`src/rtl/bcd_countdown_core.sv`:
```
// bcd_countdown_core: NDIG-digit BCD countdown with field setting, pause, done alarm and LED animation.
// Optional auto-reload from DONE is enabled by defining CDT_AUTO_RELOAD_EN.
module bcd_countdown_core #(
  parameter int NDIG        = 4,
  parameter int TOP_MAX     = 23,
  parameter int LED_W       = 16,
  parameter int ALARM_TICKS = 8
) (
  input  logic                clk,
  input  logic                reset,
  input  logic                tick,
  input  logic                btn_sel,
  input  logic                btn_inc,
  input  logic                btn_start,
  input  logic                btn_pause,
  output logic [4*NDIG-1:0]   digits,
  output logic [1:0]          state,
  output logic [2:0]          field,
  output logic                alarm,
  output logic [LED_W-1:0]    led
);
  localparam int NF = NDIG / 2;
  localparam int DW = $clog2(ALARM_TICKS + 1);
  typedef enum logic [1:0] {SET = 2'b00, RUN = 2'b01, PAUSE = 2'b10, DONE = 2'b11} state_t;
  state_t              state_q, state_d;
  logic [4*NDIG-1:0]   set_val_q, set_val_d, cnt_q, cnt_d, inc_val, dec_val;
  logic [2:0]          field_q, field_d;
  logic [LED_W-1:0]    led_q, led_d;
  logic [DW-1:0]       dcnt_q, dcnt_d;
  logic [3:0]          lo, hi;
  logic [7:0]          fv;
  logic                wrap, brw;
  always_ff @(posedge clk or negedge reset) begin
    if (!reset) begin
      state_q   <= SET;
      set_val_q <= '0;
      cnt_q     <= '0;
      field_q   <= '0;
      led_q     <= '0;
      dcnt_q    <= '0;
    end else begin
      state_q   <= state_d;
      set_val_q <= set_val_d;
      cnt_q     <= cnt_d;
      field_q   <= field_d;
      led_q     <= led_d;
      dcnt_q    <= dcnt_d;
    end
  end
  // Increment the selected field; the top field wraps at TOP_MAX, the others at 59.
  always_comb begin
    inc_val = set_val_q;
    lo      = 4'd0;
    hi      = 4'd0;
    fv      = 8'd0;
    wrap    = 1'b0;
    for (int f = 0; f < NF; f++) begin
      if (f == int'(field_q)) begin
        lo   = set_val_q[8*f +: 4];
        hi   = set_val_q[8*f+4 +: 4];
        fv   = 8'(hi) * 8'd10 + 8'(lo);
        wrap = (f == NF - 1) ? (fv == 8'(TOP_MAX)) : (hi == 4'd5 && lo == 4'd9);
        inc_val[8*f +: 8] = wrap ? 8'h00 : (lo == 4'd9) ? {hi + 4'd1, 4'd0} : {hi, lo + 4'd1};
      end
    end
  end
  // Borrow ripples up from digit 0; base-60 tens digits reload to 5.
  always_comb begin
    dec_val = cnt_q;
    brw     = 1'b1;
    for (int i = 0; i < NDIG; i++) begin
      if (brw) begin
        if (cnt_q[4*i +: 4] == 4'd0) begin
          dec_val[4*i +: 4] = (i % 2 == 0 || i == NDIG - 1) ? 4'd9 : 4'd5;
        end else begin
          dec_val[4*i +: 4] = cnt_q[4*i +: 4] - 4'd1;
          brw = 1'b0;
        end
      end
    end
  end
  always_comb begin
    state_d   = state_q;
    set_val_d = set_val_q;
    cnt_d     = cnt_q;
    field_d   = field_q;
    led_d     = led_q;
    dcnt_d    = dcnt_q;
    case (state_q)
      SET: begin
        if (btn_start) begin
          if (set_val_q != '0) begin
            cnt_d   = set_val_q;
            state_d = RUN;
            led_d   = LED_W'(1);
          end
        end else begin
          set_val_d = btn_inc ? inc_val : set_val_q;
          field_d   = !btn_sel ? field_q : (field_q == 3'(NF - 1)) ? 3'd0 : field_q + 3'd1;
        end
      end
      RUN: begin
        if (btn_start) begin
          state_d = SET;
          led_d   = '0;
        end else if (btn_pause) begin
          state_d = PAUSE;
        end else if (tick) begin
          cnt_d = dec_val;
          led_d = {led_q[LED_W-2:0], led_q[LED_W-1]};
          if (dec_val == '0) begin
            state_d = DONE;
            led_d   = '1;
            dcnt_d  = '0;
          end
        end
      end
      PAUSE: begin
        if (btn_start) begin
          state_d = SET;
          led_d   = '0;
        end else if (btn_pause) begin
          state_d = RUN;
        end
      end
      default: begin
        if (btn_start) begin
          state_d = SET;
          led_d   = '0;
        end else if (!btn_pause && tick) begin
          led_d  = ~led_q;
`ifdef CDT_AUTO_RELOAD_EN
          dcnt_d = dcnt_q + DW'(1);
          if (dcnt_q == DW'(ALARM_TICKS - 1)) begin
            cnt_d   = set_val_q;
            state_d = RUN;
            led_d   = LED_W'(1);
          end
`else
          dcnt_d = (dcnt_q == DW'(ALARM_TICKS)) ? dcnt_q : dcnt_q + DW'(1);
`endif
        end
      end
    endcase
  end
  assign digits = (state_q == SET) ? set_val_q : cnt_q;
  assign state  = state_q;
  assign field  = field_q;
  assign alarm  = (state_q == DONE);
  assign led    = led_q;
endmodule
```
`config.mk`:
```
export PLATFORM = sky130hd
export DESIGN_NAME = bcd_countdown_core
export DESIGN_NICKNAME = d
export VERILOG_FILES = /design/src/rtl/bcd_countdown_core.sv
export SDC_FILE = /design/constraint.sdc
export NUM_CORES = 1
export LEC_CHECK = 0
export BUFFER_PORTS_ARGS = -buffer_cell sky130_fd_sc_hd__buf_2
export CAP_MARGIN = 40
export CORE_ASPECT_RATIO = 0.7
export CORE_MARGIN = 10
export CORE_UTILIZATION = 30
export DETAILED_ROUTE_END_ITERATION = 12
export PLACE_DENSITY = 0.59
export SYNTH_ARGS = -nofsm -noshare
export SYNTH_HDL_FRONTEND = slang
export SYNTH_SLANG_ARGS = --single-unit
```
`constraint.sdc`:
```
create_clock -name clk -period 3.2 [get_ports clk]
set_input_delay 0.32 -clock clk [delete_from_list [all_inputs] [get_ports clk]]
set_output_delay 0.32 -clock clk [all_outputs]
set_load 0.1 [all_outputs]
```
==> results.sh <==
export IMPL_holdPathStages=3
export IMPL_io_pins=45
export IMPL_r2r_cells=8
export IMPL_grt_usage_pct=11.2
export IMPL_drv_slew=0
export IMPL_vias=3305
export IMPL_maxCapViolCount=0
export IMPL_gp_congestion=0.802
export IMPL_grt_pass1_vias=3110
export IMPL_yosysMostFrequentCell="o21ai_0"
export IMPL_die_w_um=152
export IMPL_drc=0
export IMPL_cp_end_kind="flop"
export IMPL_hold_start="tick"
export IMPL_cp_slowest_cell="dfrtp_1"
export IMPL_cts_tree="built"
export IMPL_wl_per_cell_um=15.6
export IMPL_worst_ep_required_time_ns=3.38
export IMPL_die_h_um=112
export IMPL_r2r_end="set_val_q[15]"
export IMPL_ys_types=59
export IMPL_skew_ns=0.00609
export IMPL_clock_sinks=53
export IMPL_synth_common_cells="o21ai_0, dfrtp_1, nand2_1"
export IMPL_dp_hpwl_um=7180
export IMPL_cp_start_kind="flop"
export IMPL_yosys_area_top_type_share_pct=36.3
export IMPL_postRouteAntennaNets=0
export IMPL_critical_path_class="flop to flop"
export IMPL_min_path_type="input port to flop"
export IMPL_clk_latency_ns=0.30
export IMPL_yosys_warnings=0
export IMPL_cp_cell_sequence="ha_1, ha_1, fa_1, a211o_1, a2111oi_4, buf_4, nor2_1, a221o_1"
export IMPL_synth_seq_cells=53
export IMPL_synth_top_area_cell="dfrtp_1"
export IMPL_dr_pass1_iters=4
export IMPL_fillers=1246
export IMPL_relSlewSlack_pct=40.2
export IMPL_grt_max_degree=32
export IMPL_postCtsSetupBuffers=0
export IMPL_root_buffer="clkbuf_16"
export IMPL_cts_buffers=5
export IMPL_port_buffer_count=44
export IMPL_worst_slew_pin_slew_ns=0.895
export IMPL_synthArstFlopShare_pct=100
export IMPL_antenna_found_initial=0
export IMPL_dp_cells=624
export IMPL_hold_violations=0
export IMPL_avgSynthCellArea_um2=8.39
export IMPL_crit_family="compound AO/OA/AOI/OAI gates"
export IMPL_num_rows=33
export IMPL_power_density_nw_per_um2=947
export IMPL_diodes=0
export IMPL_critPathArrivalTime_ns=3.00
export IMPL_reg2reg_from="set_val_q[12]"
export IMPL_worstPathMaxFanout=7
export IMPL_grt_overflow_total=0
export IMPL_syn_nets=462
export IMPL_holdPathEnd="state[1]"
export IMPL_ir_worst_vdd_mv=0.518
export IMPL_setup_viol=0
export IMPL_dieArea_um2=17100
export IMPL_min_period_over_period_pct=87.9
export IMPL_fin_nets=502
export IMPL_grt_pass1_wl_um=16200
export IMPL_syn_inst=435
export IMPL_dominantRegCellSynth="dfrtp_1"
export IMPL_crit_buf_inv=1
export IMPL_cpMostUsedCell="ha_1"
export IMPL_final_cells=633
export IMPL_synth_area_leaders="dfrtp_1, o21ai_0, ha_1"
export IMPL_ys_seq_area_share_pct=36.3
export IMPL_synth_edf_count=0
export IMPL_routed_wl_um=9890
export IMPL_htreeDepth=2
export IMPL_clkTransAtPathRegs_ns=0.07
export IMPL_max_stage_delay_ns=0.47
export IMPL_clk_path_buf_depth=2
export IMPL_fin_util_pct=35.8
export IMPL_rsz0062_at_grt="false"
export IMPL_layout_drive_gt1_share_pct=16.2
export IMPL_p_leak_nw=1.94
export IMPL_core_um2=11800
export IMPL_viasPerCell=5.22
export IMPL_layout_min_cycle_time_ns=2.81
export IMPL_syn_to_final_growth_pct=15.9
export IMPL_reg2reg_slack_ns=0.39
export IMPL_fin_tns_setup_ns=0
export IMPL_synth_area_um2=3650
export IMPL_drt_iter0_drc=223
export IMPL_start_util_pct=30.9
export IMPL_max_freq_ghz=0.355
export IMPL_status="finished, final reports clean"
[stage by stage]
step                      power (mW)  cell area (um2)  setup WS (ns)  hold WS, ns
final                           4.01             4230          0.386        0.312
after global routing            4.27             4230          0.265        0.313
after CTS                       4.03             4230          0.393        0.305
after detailed placement        3.42             4070          0.406        0.272
after global placement          3.37             4030          0.444        0.505
after floorplan                 2.94             3650        -0.0767       0.0244
[cell usage in the layout (no fill, tap or decap), types with 4 or more instances in the layout]
master,synthesis,final
dfrtp_1,53,53
o21ai_0,60,51
nand2_1,44,44
buf_2,2,44
nor2_1,43,43
a21oi_1,34,34
nor3_1,23,23
ha_1,18,18
mux2i_1,17,17
nand3_1,14,14
inv_1,12,12
buf_4,1,12
o21ai_1,2,11
nor2b_1,7,7
nand4_1,7,7
nor4_1,6,6
and2_1,5,5
a22o_1,5,5
clkbuf_16,0,5
a31oi_1,4,4
[worst register-to-register path, stage by stage, from the launching register on]
cell and delay [ns]:
dfrtp_1 0.47, ha_1 0.25, ha_1 0.21, fa_1 0.47, a211o_1 0.32, a2111oi_4 0.41, buf_4 0.21, nor2_1 0.07
a221o_1 0.30
[flip-flops by register name (all words and copies together), names as in the netlist]
name,cells
set_val_q,16
state,2
cnt_q,16
field,3
led,16
[where the power goes]
group / switching [mW] / leakage (nW) / internal, mW
Sequential: 0.333 / 0.668 / 0.858
Combinational: 1.64 / 1.19 / 0.589
Clock: 0.257 / 0.0799 / 0.333
Total: 2.23 / 1.94 / 1.78
[final cells by class]
class                      instances  area [um2]  area share [%]
sequential                        53        1330            31.3
inverter                          12        45.0            1.06
timing repair buffer              59         355            8.39
clock buffer                       7         153            3.61
multi-input combinational        344        2150            50.8
clock inverter                     1        5.00           0.118
tap                              157         196            4.64
[how the worst max path moves through the flow]
stage / startpoint / to / slack [ns] / depth (start not counted)
2_1_floorplan: state[0] / digits[10] / -0.08 / 4
3_3_place_gp: set_val_q[13] / set_val_q[15] / 0.44 / 8
3_5_place_dp: set_val_q[12] / set_val_q[15] / 0.41 / 8
4_1_cts: set_val_q[13] / set_val_q[15] / 0.39 / 8
5_1_grt: set_val_q[12] / set_val_q[15] / 0.27 / 8
6_report: set_val_q[12] / set_val_q[15] / 0.39 / 8
[timing repair]
item / 4_1_cts / 5_1_grt
endpoints found under the hold margin: 14 / 0
resized for setup: 0 / 0
hold buffers: 1 / 0
[routing by layer]
metal  wire (um)  GRT usage (%)
met4         110           2.82
met2        4640           18.1
met3         374           2.44
met5           0              0
met1        4770           14.8
[cells by family (layout without fill, tap and decap cells)]
logic type	count (synthesis)	after routing	synth area share, %
compound gates	126	126	20.7
xor+xnor	3	3	0.720
fa+ha+maj	20	20	7.27
buf+inv	38	79	4.73
flops	53	53	36.3
mux	20	20	5.59
simple gates	175	175	24.6
(Power assumes the default switching activity.)
